## config.mk

```make
export PLATFORM = sky130hd
export DESIGN_NAME = pipe_hazard_ctrl
export DESIGN_NICKNAME = d
export VERILOG_FILES = /design/src/rtl/pipe_hazard_ctrl.sv
export SDC_FILE = /design/constraint.sdc
export NUM_CORES = 1
export LEC_CHECK = 0
export CORE_UTILIZATION = 44
export DETAILED_ROUTE_END_ITERATION = 8
export PLACE_DENSITY = 0.77
export SKIP_LAST_GASP = 1
export SYNTH_ARGS = -nofsm -noshare
export SYNTH_HDL_FRONTEND = slang
export SYNTH_SLANG_ARGS = --single-unit
export TNS_END_PERCENT = 100
```

## constraint.sdc

```tcl
create_clock -name clk -period 2.1 [get_ports clk]
set_input_delay 0.315 -clock clk [delete_from_list [all_inputs] [get_ports clk]]
set_output_delay 0.315 -clock clk [all_outputs]
set_load 0.02 [all_outputs]
```

## src/rtl/pipe_hazard_ctrl.sv

```systemverilog
// pipe_hazard_ctrl: stall/flush control for load-use, branch redirect and multi-cycle data memory
module pipe_hazard_ctrl #(
  parameter int TIMEOUT = 64,
  parameter int CNT_W   = 32
) (
  input  logic             clk,
  input  logic             rst_n,
  input  logic [4:0]       id_rs1,
  input  logic [4:0]       id_rs2,
  input  logic             id_use_rs1,
  input  logic             id_use_rs2,
  input  logic [4:0]       ex_rd,
  input  logic             ex_mem_read,
  input  logic             ex_branch_taken,
  input  logic             mem_read,
  input  logic             mem_write,
  input  logic             dmem_ready,
  input  logic             err_clr,
  output logic             pc_en,
  output logic             if_id_en,
  output logic             if_id_flush,
  output logic             id_ex_en,
  output logic             id_ex_flush,
  output logic             ex_mem_en,
  output logic             ex_mem_flush,
  output logic             mem_wb_en,
  output logic             mem_wb_flush,
  output logic             dmem_req,
  output logic             mem_err,
  output logic             err_sticky,
  output logic [CNT_W-1:0] stall_cycles
);
  typedef enum logic {IDLE, WAIT} state_t;
  state_t state, state_nxt;
  logic [15:0] wait_cnt, wait_cnt_nxt;
  logic memop, timeout, done, mstall, load_use;
  assign memop    = mem_read | mem_write;
  assign timeout  = (state == WAIT) & (wait_cnt == 16'(TIMEOUT - 1)) & ~dmem_ready;
  assign done     = memop & (dmem_ready | timeout);
  assign mstall   = memop & ~done;
  assign load_use = ex_mem_read & (ex_rd != 5'd0) &
                    ((id_use_rs1 & (id_rs1 == ex_rd)) | (id_use_rs2 & (id_rs2 == ex_rd)));
  // Outputs are forced low while reset is asserted, independent of the clock.
  assign pc_en        = rst_n & ~mstall & (ex_branch_taken | ~load_use);
  assign if_id_en     = pc_en;
  assign if_id_flush  = rst_n & ~mstall & ex_branch_taken;
  assign id_ex_en     = rst_n & ~mstall;
  assign id_ex_flush  = rst_n & ~mstall & (ex_branch_taken | load_use);
  assign ex_mem_en    = rst_n & ~mstall;
  assign ex_mem_flush = 1'b0;
  assign mem_wb_en    = rst_n;
  assign mem_wb_flush = rst_n & mstall;
  assign dmem_req     = rst_n & memop;
  assign mem_err      = rst_n & memop & timeout;
  always_comb begin
    state_nxt    = state;
    wait_cnt_nxt = wait_cnt;
    if (state == IDLE) begin
      state_nxt    = (memop & ~dmem_ready) ? WAIT : IDLE;
      wait_cnt_nxt = 16'd0;
    end else begin
      state_nxt    = (~memop | dmem_ready | timeout) ? IDLE : WAIT;
      wait_cnt_nxt = (~memop | dmem_ready | timeout) ? 16'd0 : wait_cnt + 16'd1;
    end
  end
  always_ff @(posedge clk or negedge rst_n) begin
    if (!rst_n) begin
      state        <= IDLE;
      wait_cnt     <= '0;
      err_sticky   <= 1'b0;
      stall_cycles <= '0;
    end else begin
      state        <= state_nxt;
      wait_cnt     <= wait_cnt_nxt;
      err_sticky   <= mem_err | (err_sticky & ~err_clr);
      stall_cycles <= pc_en ? stall_cycles : stall_cycles + 1'b1;
    end
  end
endmodule

```

==> results.ini, run 1 <==
[detailed_routing]
remaining_drc_errors=0
wl_per_cell_um=14.32
via_count=2231
dr.pass1.iters=4
ant_nets=0
drtIter0Drc=115
routed_wl_um=6172
vias_per_cell=5.176

[worst_setup_path]
path_class=flip-flop to primary output
crit_fanout=4
start_kind=flip-flop
cp.arrival_ns=1.79
cp.required_ns=1.78
crit_path_end_kind=primary output

[synthesis]
syn_area_per_cell_um2=9.995
synth_area_um2=2569
synthFlopType=dfrtp_1
synth_edf_count=0
yosys_register_bits=50
ys_seq_area_frac=0.4871
async_flop_share=1.000
yosysWarnings=0
synth.distinct_cells=33
synthCells=257
syn-num-nets=284

[run_status]
status=complete, but fails checks
violations=negative setup slack

[timing]
hold_viol=0
fin_crit_sh=1.005
fin_ws_ns=-0.009533
rsz0062_at_grt=yes
fin_worst_skew_ns=0.008271
setup_viol=2
slew_headroom=0.6371
drv_slew=0
clock.fmax_ghz=0.4740
period_needed_ns=2.110
whs_ns=0.01955
tightestPinTransition_ns=0.5444

[floorplan]
io_pins=69
coreArea_um2=5574
chipWidth_um=78.41
start_util=0.4608
die_h_um=78.41
design.die.area_um2=6147
rows=27

[cells_and_area]
diodes=0
fin_nets=385
drive_gt1_frac=0.1950
final_common_cell=dfrtp_1
final_area_um2=3744
area_delta_synth_final_pct=45.74
final_cell_mix=dfrtp_1, clkdlybuf4s50_1, xnor2_1
fill_cells=450
final-seq-area_um2=1251
multiInputGateArea_um2=1341

[global_route]
grt_pass1_vias=2180
grt_pass1_wl_um=10160
grt_overflow=0
grt_max_degree=45
grtUsageTotal=0.2142
antenna_found_initial=0

[place]
globalplace.congestion=0.8111
pre_cts_ws_ns=-0.5975
portBuffers=67
dpl.hpwl_um=4447
place_area_um2=3536

[run]
max_cap_violations=0

[clocking]
cts_num_sinks=50
cts_tree=yes
cts.clk_slew.worst_paths_ns=0.09
clk_latency_ns=0.31
hold_buffers=0
clock_path_buffers=2
root_buffer=clkbuf_8
numCtsBuffers=5
htreeDepth=2

[worst_hold_path]
hp-class=input pin to asynchronous set/reset pin

[pwr]
p_leak_nw=1.610
total_power_mw=2.323
peakVddDrop_uv=506.7
p_per_area_nw_per_um2=620.5

==> synth_stat cells, drive strengths merged, types with 2 or more instances <==
| cell type | n | area share |
|---|---|---|
| ha | 2 | 0.0097 |
| o21a | 2 | 0.0058 |
| or4 | 2 | 0.0073 |
| nand3 | 18 | 0.035 |
| and4 | 2 | 0.0068 |
| nor3 | 4 | 0.0078 |
| xor2 | 16 | 0.055 |
| and2 | 8 | 0.019 |
| buf | 7 | 0.017 |
| clkbuf | 4 | 0.0058 |
| xnor2 | 39 | 0.14 |
| inv | 5 | 0.0073 |
| nor4 | 5 | 0.012 |
| dfrtp | 50 | 0.49 |
| nor2 | 27 | 0.039 |
| and3 | 19 | 0.046 |
| nand2 | 18 | 0.026 |
| nand4 | 20 | 0.049 |
==> layout make-up <==
cell class / instances / area share
clock buffers: 6 / 0.02206
well taps: 72 / 0.02406
multi-input cells: 191 / 0.3583
repair buffers: 105 / 0.2520
clock inverters: 2 / 0.004345
flip-flops and latches: 50 / 0.3342
inverters: 5 / 0.005013
==> final timing paths <==
kind	start	endpoint	slack, ns	cells after the start
worst min register to register	stall_cycles[31]	stall_cycles[31]	0.47	1
worst max register to register	wait_cnt[1]	stall_cycles[14]	0.12	9
worst max-delay path	wait_cnt[7]	pc_en	-0.01	6
worst min-delay path	rst_n	wait_cnt[0]	0.02	2
max in group asynchronous	rst_n	wait_cnt[12]	1.52	2
min in group clk	stall_cycles[31]	stall_cycles[31]	0.47	1
==> power by group <==
| group | leakage (nW) | switching, mW | internal (mW) |
|---|---|---|---|
| Sequential | 0.680 | 0.117 | 1.03 |
| Clock | 0.0478 | 0.330 | 0.272 |
| Combinational | 0.882 | 0.288 | 0.286 |
==> sequential cells by signal, indices dropped and copies added, names as in the netlist <==
name and cells:
state 1, stall_cycles 32, wait_cnt 16, err_sticky 1
==> logic make-up (layout without fill, tap and decap cells) <==
logic type                 after synthesis  after routing  synth area share
adders and majority gates                2              2          0.009740
xor gates and xnor gates                55             55            0.1905
DFF                                     50             50            0.4871
and+or+nand+nor                        126            126            0.2587
AOI/OAI and AO/OA                        7              7           0.02240
buffers and inverters                   16            118           0.03019
other                                    1              1          0.001460
==> routing by layer <==
layer  global-route usage  part of all wire
met2               0.3456              0.49
met3              0.05233             0.045
met4              0.07222             0.016
met5                    0                 0
met1               0.2818              0.45
==> worst max-delay path: stages, from the launching register on <==
cell and delay, ns:
dfrtp_1 0.41, nor4_2 0.31, and3_4 0.25, a41o_4 0.22, o31ai_4 0.08, inv_2 0.09
buf_6 0.12
==> stage by stage <==
stage / TNS [ns] / utilization / cells
floorplan: 0 / - / 257
global placement: -14.50 / 0.6343 / 418
detailed placement: -16.32 / 0.6343 / 418
CTS: -0.03659 / 0.6586 / 429
global route: -0.2640 / 0.6716 / 431
finish: -0.01879 / 0.6716 / 431
==> timing repair <==
item,in CTS,in global routing
pin swaps,11,7
resized for setup,60,17
buffers inserted,3,3
cloned,0,0
endpoints found under the setup margin,39,9
No activity file was read; power rests on OpenSTA's default activity.
==> run 2, diff against run 1 <==
--- a/config.mk
+++ b/config.mk
@@ -5,7 +5,9 @@
 export SDC_FILE = /design/constraint.sdc
 export NUM_CORES = 1
 export LEC_CHECK = 0
-export CORE_UTILIZATION = 44
+export ABC_AREA = 1
+export CORE_UTILIZATION = 47
+export CTS_CLUSTER_DIAMETER = 150
 export DETAILED_ROUTE_END_ITERATION = 8
 export PLACE_DENSITY = 0.77
 export SKIP_LAST_GASP = 1
==> results.ini, run 2 <==
[timing]
hold_viol=0  ; unchanged
period_needed_ns=2.145  ; was 2.110 ns
finalSetupTns_ns=-0.1590  ; was -0.01879 ns
fin_crit_sh=1.021  ; was 1.005
fin_worst_skew_ns=0.01374  ; was 0.008271 ns
fin_ws_ns=-0.04506  ; was -0.009533 ns
whs_ns=0.01341  ; was 0.01955 ns
drv_slew=0  ; unchanged
clock.fmax_ghz=0.4662  ; was 0.4740 GHz
setup_viol=4  ; was 2
rsz0062_at_grt=yes  ; unchanged

[worst_setup_path]
r2r_setup_slack_ns=0.16  ; was 0.12 ns
crit_fanout=3  ; was 4
timing.critical_path.mode_cell=buf_6
crit_family=simple AND/OR/NAND/NOR gates  ; unchanged
r2r-end=stall_cycles[15]  ; was stall_cycles[14]
crit_path_end_kind=primary output  ; unchanged
crit_start=wait_cnt[0]  ; was wait_cnt[7]
cpMaxStageDelayCell=dfrtp_1  ; unchanged
rr_worst_depth=11  ; was 9
slowest_delay_ns=0.40  ; was 0.41 ns
start_kind=flip-flop  ; unchanged
cp.arrival_ns=1.83  ; was 1.79 ns
cp.required_ns=1.78  ; about the same
path_class=flip-flop to primary output  ; unchanged
crit_buf_inv=3  ; was 2
rr_startpoint=wait_cnt[0]  ; was wait_cnt[1]
path_cells=ha_4, nand3_4, nor3_4, nand3_2, a21oi_4, buf_6, inv_4, nor2_4, buf_6  ; was nor4_2, and3_4, a41o_4, o31ai_4, inv_2, buf_6

[cells_and_area]
drive_gt1_frac=0.1192  ; was 0.1950
diodes=0  ; unchanged
final_common_cell=nand2_1  ; was dfrtp_1
top_regs=stall_cycles (32), wait_cnt (16)  ; unchanged
top_register=stall_cycles  ; unchanged
final_area_um2=4518  ; was 3744 um2
area_delta_synth_final_pct=33.00  ; was 45.74%
final_cell_mix=nand2_1, nor2_1, clkdlybuf4s50_1  ; was dfrtp_1, clkdlybuf4s50_1, xnor2_1
largest_reg_flops=32  ; unchanged
fin_nets=631  ; was 385

[floorplan]
start_util=0.4945  ; was 0.4608
rows=30  ; was 27
design.die.area_um2=7572  ; was 6147 um2
coreArea_um2=6869  ; was 5574 um2
die_h_um=87.02  ; was 78.41 um
io_pins=69  ; unchanged
chipWidth_um=87.02  ; was 78.41 um

[pwr]
p_per_area_nw_per_um2=506.7  ; was 620.5 nW/um2
switching_share=0.2919  ; was 0.3165
power_frac_seq=0.475  ; was 0.494
peakVddDrop_uv=480.2  ; was 506.7 uV
intPower_mw=1.621  ; was 1.588 mW
p_leak_nw=2.198  ; was 1.610 nW
combPwrFrac=0.218  ; was 0.247
p_switching_mw=0.6683  ; was 0.7352 mW
pwr-share-clk=0.307  ; was 0.259

[clocking]
clock_path_buffers=2  ; unchanged
clk_latency_ns=0.31  ; about the same
numCtsBuffers=5  ; unchanged
cts_tree=yes  ; unchanged
cts.clk_slew.worst_paths_ns=0.10  ; was 0.09 ns
root_buffer=clkbuf_8  ; unchanged
cts_num_sinks=50  ; unchanged
htreeDepth=2  ; unchanged

[synthesis]
synth.top_cells.by_count=nand2_1, nor2_1, dfrtp_1, nand3_1, inv_1  ; was dfrtp_1, xnor2_1, nor2_1, nand4_1, and3_1
yosysTopAreaCell=dfrtp_1  ; unchanged
synthCells=506  ; was 257
synth_most_common_cell=nand2_1  ; was dfrtp_1
yosysWarnings=0  ; unchanged
ys_seq_area_frac=0.3683  ; was 0.4871
synth.top_cells.by_area=dfrtp_1, nand2_1, nor2_1  ; was dfrtp_1, xnor2_1, xor2_1
synthFlopType=dfrtp_1  ; unchanged
async_flop_share=1.000  ; unchanged
synth_top_cell_area_share=0.3683  ; was 0.4871
synth_area_um2=3397  ; was 2569 um2
yosys_register_bits=50  ; unchanged
syn_area_per_cell_um2=6.713  ; was 9.995 um2
synth.distinct_cells=30  ; was 33
syn-num-nets=533  ; was 284
synth_edf_count=0  ; unchanged

[place]
globalplace.congestion=0.9606  ; was 0.8111
portBuffers=67  ; unchanged
pre_cts_ws_ns=-0.2788  ; was -0.5975 ns
dpl.hpwl_um=6791  ; was 4447 um
place_area_um2=4299  ; was 3536 um2

[detailed_routing]
via_count=3456  ; was 2,231
drtIter0Drc=198  ; was 115
vias_per_cell=4.937  ; was 5.176
dr.pass1.iters=4  ; unchanged
remaining_drc_errors=0  ; unchanged
ant_nets=0  ; unchanged
wl_per_cell_um=12.65  ; was 14.32 um
routed_wl_um=8855  ; was 6172 um

[global_route]
grt_pass1_wl_um=15060  ; was 10,160 um
antenna_found_initial=0  ; unchanged
grt_max_degree=33  ; was 45
grt_pass1_vias=3311  ; was 2,180
grt_overflow=0  ; unchanged
grtUsageTotal=0.2514  ; was 0.2142

[run_status]
violations=negative setup slack  ; unchanged
status=complete, but fails checks  ; unchanged

[run]
max_cap_violations=0  ; unchanged

[worst_hold_path]
hp-class=input pin to asynchronous set/reset pin  ; unchanged

[run 2: cell count changes in the layout (fill, tap and decap cells not counted), sizes merged, moves of 12 or more]
cell	before	now
dlygate4sd2	12	0
inv	6	51
and3	19	1
nand3	18	49
nand4	20	7
nand2	18	189
nor2	27	79
nor3	4	17
clkdlybuf4s50	44	58
xnor2	39	9
[run 2: how the worst max path moves through the flow]
| stage | cells after the start | to |
|---|---|---|
| 2_1_floorplan | 9 | pc_en |
| 3_3_place_gp | 10 | id_ex_flush |
| 3_5_place_dp | 11 | pc_en |
| 4_1_cts | 9 | id_ex_flush |
| 5_1_grt | 9 | if_id_flush |
| 6_report | 9 | if_id_flush |
[run 2: final cells by class]
class | count | area, um2
Clock inverter | 1 | 30.03
Sequential cell | 50 | 1251
Clock buffer | 6 | 82.58
Timing Repair Buffer | 104 | 957.2
Fill cell | 590 | 2351
Multi-Input combinational cell | 392 | 1881
Inverter | 51 | 196.4
Tap cell | 96 | 120.1
[run 2: worst reg2reg max path, cell delays in order (launching register included)]
cell and delay [ns]:
dfrtp_1 0.40, ha_4 0.17, nand3_4 0.07, nor3_4 0.17, nand3_2 0.14, a21oi_4 0.19
buf_12 0.13, nand2_4 0.05, buf_4 0.13, buf_4 0.23, nand2_1 0.11, nand2_1 0.06
[run 2: metrics by stage]
| stage | util | total power [mW] | std cells |
|---|---|---|---|
| after floorplan | - | 1.360 | 506 |
| after global placement | 0.6259 | 1.577 | 686 |
| after detailed placement | 0.6259 | 1.586 | 686 |
| after CTS | 0.6501 | 2.300 | 699 |
| after global routing | 0.6577 | 2.401 | 700 |
| final | 0.6577 | 2.289 | 700 |
[run 2: kinds of logic after synthesis]
logic type / count (synthesis) / synth area share
AND/OR/NAND/NOR: 352 / 0.4427
buffers and inverters: 64 / 0.08840
flip-flops: 50 / 0.3683
XOR/XNOR: 29 / 0.07477
AO/OA/AOI/OAI: 8 / 0.01732
adder cells (fa/ha/maj): 2 / 0.007365
other: 1 / 0.001104
[run 2: metal layers]
metal,up-vias,track usage,part of all wire
met5,-,0,0
met4,0,0.05303,0.010
met3,9,0.03318,0.042
met2,79,0.4510,0.50
met1,1600,0.3222,0.45
li1,1768,-,-
[run 2: timing repair]
action                                  CTS  global route
endpoints found under the setup margin    8            40
pin swaps                                 6             5
resized for setup                        45            10
buffers inserted                          6             1
hold buffers                              0             0
[run 2: power groups by stage]
stage	Clock, mW	Sequential (mW)	Combinational, mW
2_1_floorplan	0	1.14	0.217
4_1_cts	0.719	1.08	0.498
3_3_place_gp	0	1.10	0.475
6_report	0.703	1.09	0.499
5_1_grt	0.750	1.10	0.554
3_5_place_dp	0	1.10	0.485
==> run 3, diff against run 2 <==
--- a/config.mk
+++ b/config.mk
@@ -6,9 +6,11 @@
 export NUM_CORES = 1
 export LEC_CHECK = 0
 export ABC_AREA = 1
+export CAP_MARGIN = 10
 export CORE_UTILIZATION = 47
 export CTS_CLUSTER_DIAMETER = 150
 export DETAILED_ROUTE_END_ITERATION = 8
+export HOLD_SLACK_MARGIN = 0.05
 export PLACE_DENSITY = 0.77
 export SKIP_LAST_GASP = 1
 export SYNTH_ARGS = -nofsm -noshare
==> results.ini, run 3 (same netlist as run 2, synthesis figures left out) <==
[run_status]
violations=negative setup slack  ; unchanged
status=complete, but fails checks  ; unchanged

[detailed_routing]
ant_nets=0  ; unchanged
via_count=3462  ; was 3,456
wl_per_cell_um=12.68  ; was 12.65 um
drtIter0Drc=194  ; was 198
vias_per_cell=4.939  ; was 4.937
routed_wl_um=8892  ; was 8855 um
dr.pass1.iters=4  ; unchanged
remaining_drc_errors=0  ; unchanged

[cells_and_area]
final_cell_mix=nand2_1, nor2_1, clkdlybuf4s50_1  ; unchanged
drive_gt1_frac=0.1207  ; was 0.1192
area_delta_synth_final_pct=33.59  ; was 33.00%
top_register=stall_cycles  ; unchanged
largest_reg_flops=32  ; unchanged
fin_nets=632  ; was 631
top_regs=stall_cycles (32), wait_cnt (16)  ; unchanged
diodes=0  ; unchanged
final_common_cell=nand2_1  ; unchanged

[worst_setup_path]
cpMaxStageDelayCell=dfrtp_1  ; unchanged
slowest_delay_ns=0.40  ; about the same
crit_buf_inv=3  ; unchanged
crit_fanout=3  ; unchanged
r2r_setup_slack_ns=0.16  ; about the same
cp.arrival_ns=1.83  ; about the same
crit_family=flip-flops  ; was simple AND/OR/NAND/NOR gates
cp.required_ns=1.78  ; about the same
timing.critical_path.mode_cell=buf_6  ; unchanged
crit_path_end_kind=primary output  ; unchanged
start_kind=flip-flop  ; unchanged
path_class=flip-flop to primary output  ; unchanged
path_cells=ha_4, nand3_4, nor3_4, nand3_2, a21oi_4, buf_6, buf_4, buf_6  ; was ha_4, nand3_4, nor3_4, nand3_2, a21oi_4, buf_6, inv_4, nor2_4, buf_6

[global_route]
grt_max_degree=33  ; unchanged
grt_overflow=0  ; unchanged
grtUsageTotal=0.2524  ; was 0.2514
antenna_found_initial=0  ; unchanged
grt_pass1_vias=3311  ; unchanged
grt_pass1_wl_um=15100  ; was 15,060 um

[floorplan]
io_pins=69  ; unchanged
chipWidth_um=87.02  ; unchanged
design.die.area_um2=7572  ; unchanged
coreArea_um2=6869  ; unchanged
rows=30  ; unchanged
start_util=0.4945  ; unchanged
die_h_um=87.02  ; unchanged

[timing]
setup_viol=4  ; unchanged
fin_worst_skew_ns=0.01272  ; was 0.01374 ns
period_needed_ns=2.144  ; was 2.145 ns
fin_ws_ns=-0.04427  ; was -0.04506 ns
fin_crit_sh=1.021  ; about the same
hold_viol=0  ; unchanged
rsz0062_at_grt=yes  ; unchanged
finalSetupTns_ns=-0.1561  ; was -0.1590 ns
drv_slew=0  ; unchanged
clock.fmax_ghz=0.4664  ; was 0.4662 GHz

[clocking]
clk_latency_ns=0.31  ; about the same
cts.clk_slew.worst_paths_ns=0.09  ; was 0.10 ns
htreeDepth=2  ; unchanged
cts_tree=yes  ; unchanged
numCtsBuffers=5  ; unchanged
root_buffer=clkbuf_8  ; unchanged
cts_num_sinks=50  ; unchanged
clock_path_buffers=2  ; unchanged

[pwr]
p_leak_nw=2.207  ; was 2.198 nW
peakVddDrop_uv=480.2  ; about the same
p_per_area_nw_per_um2=504.7  ; was 506.7 nW/um2

[place]
portBuffers=67  ; unchanged
dpl.hpwl_um=6791  ; unchanged
globalplace.congestion=0.9606  ; unchanged
pre_cts_ws_ns=-0.2788  ; unchanged

[worst_hold_path]
hp-class=input pin to asynchronous set/reset pin  ; unchanged

[run]
max_cap_violations=0  ; unchanged

run 3: cell count changes in the layout (fill, tap and decap cells not counted), sizes merged:
cell	previous run	this run
buf	46	47
run 3: final cells by class:
| class | instances | area, um2 |
|---|---|---|
| Fill cell | 591 | 2331 |
| Tap cell | 96 | 120.1 |
| Timing Repair Buffer | 105 | 977.2 |
| Inverter | 51 | 196.4 |
| Sequential cell | 50 | 1251 |
| Multi-Input combinational cell | 392 | 1881 |
| Clock buffer | 6 | 82.58 |
| Clock inverter | 1 | 30.03 |
run 3: final timing paths:
path | from | endpoint | depth (start not counted)
setup reg to reg | wait_cnt[0] | stall_cycles[15] | 11
max in group asynchronous | rst_n | stall_cycles[24] | 3
setup / recovery | wait_cnt[0] | id_ex_en | 8
hold reg to reg | err_sticky | err_sticky | 2
min in group clk | rst_n | err_sticky | 5
hold / removal | rst_n | wait_cnt[10] | 3
run 3: power by group:
part	internal, mW	total, mW	switching, mW
clock network	0.382	0.700	0.318
registers	1.01	1.09	0.0771
logic	0.234	0.505	0.270
run 3: routing by layer:
metal | routed length (um) | vias up | part of all wire | track usage
met1 | 4036 | 1607 | 0.45 | 0.3228
met4 | 114 | 0 | 0.013 | 0.05303
met2 | 4411 | 73 | 0.50 | 0.4538
met5 | 0 | - | 0 | 0
met3 | 331 | 11 | 0.037 | 0.03318
li1 | - | 1771 | - | -
run 3: worst register-to-register path, stage by stage (launching register included):
cell and delay, ns:
dfrtp_1 0.40, ha_4 0.17, nand3_4 0.07, nor3_4 0.17, nand3_2 0.14, a21oi_4 0.19, buf_12 0.13, nand2_4 0.05
buf_4 0.13, buf_4 0.22, nand2_1 0.11, nand2_1 0.06
run 3: per-stage QoR:
step	std cells	power (mW)	hold WS, ns	area [um2]	util
floorplan	506	1.360	0.01941	3397	-
global placement	686	1.577	0.3782	4299	0.6259
detailed placement	686	1.586	0.3652	4299	0.6259
CTS	700	2.305	0.08434	4486	0.6530
global route	701	2.406	0.09152	4538	0.6607
finish	701	2.290	0.08536	4538	0.6607
run 3: repair_timing:
action                     4_1_cts  5_1_grt
gates resized for setup         45       10
cloned                           0        0
hold endpoints to repair        24        0
buffers inserted                 6        1
setup endpoints to repair        8       40
hold buffers                     1        0
pin swaps                        6        5
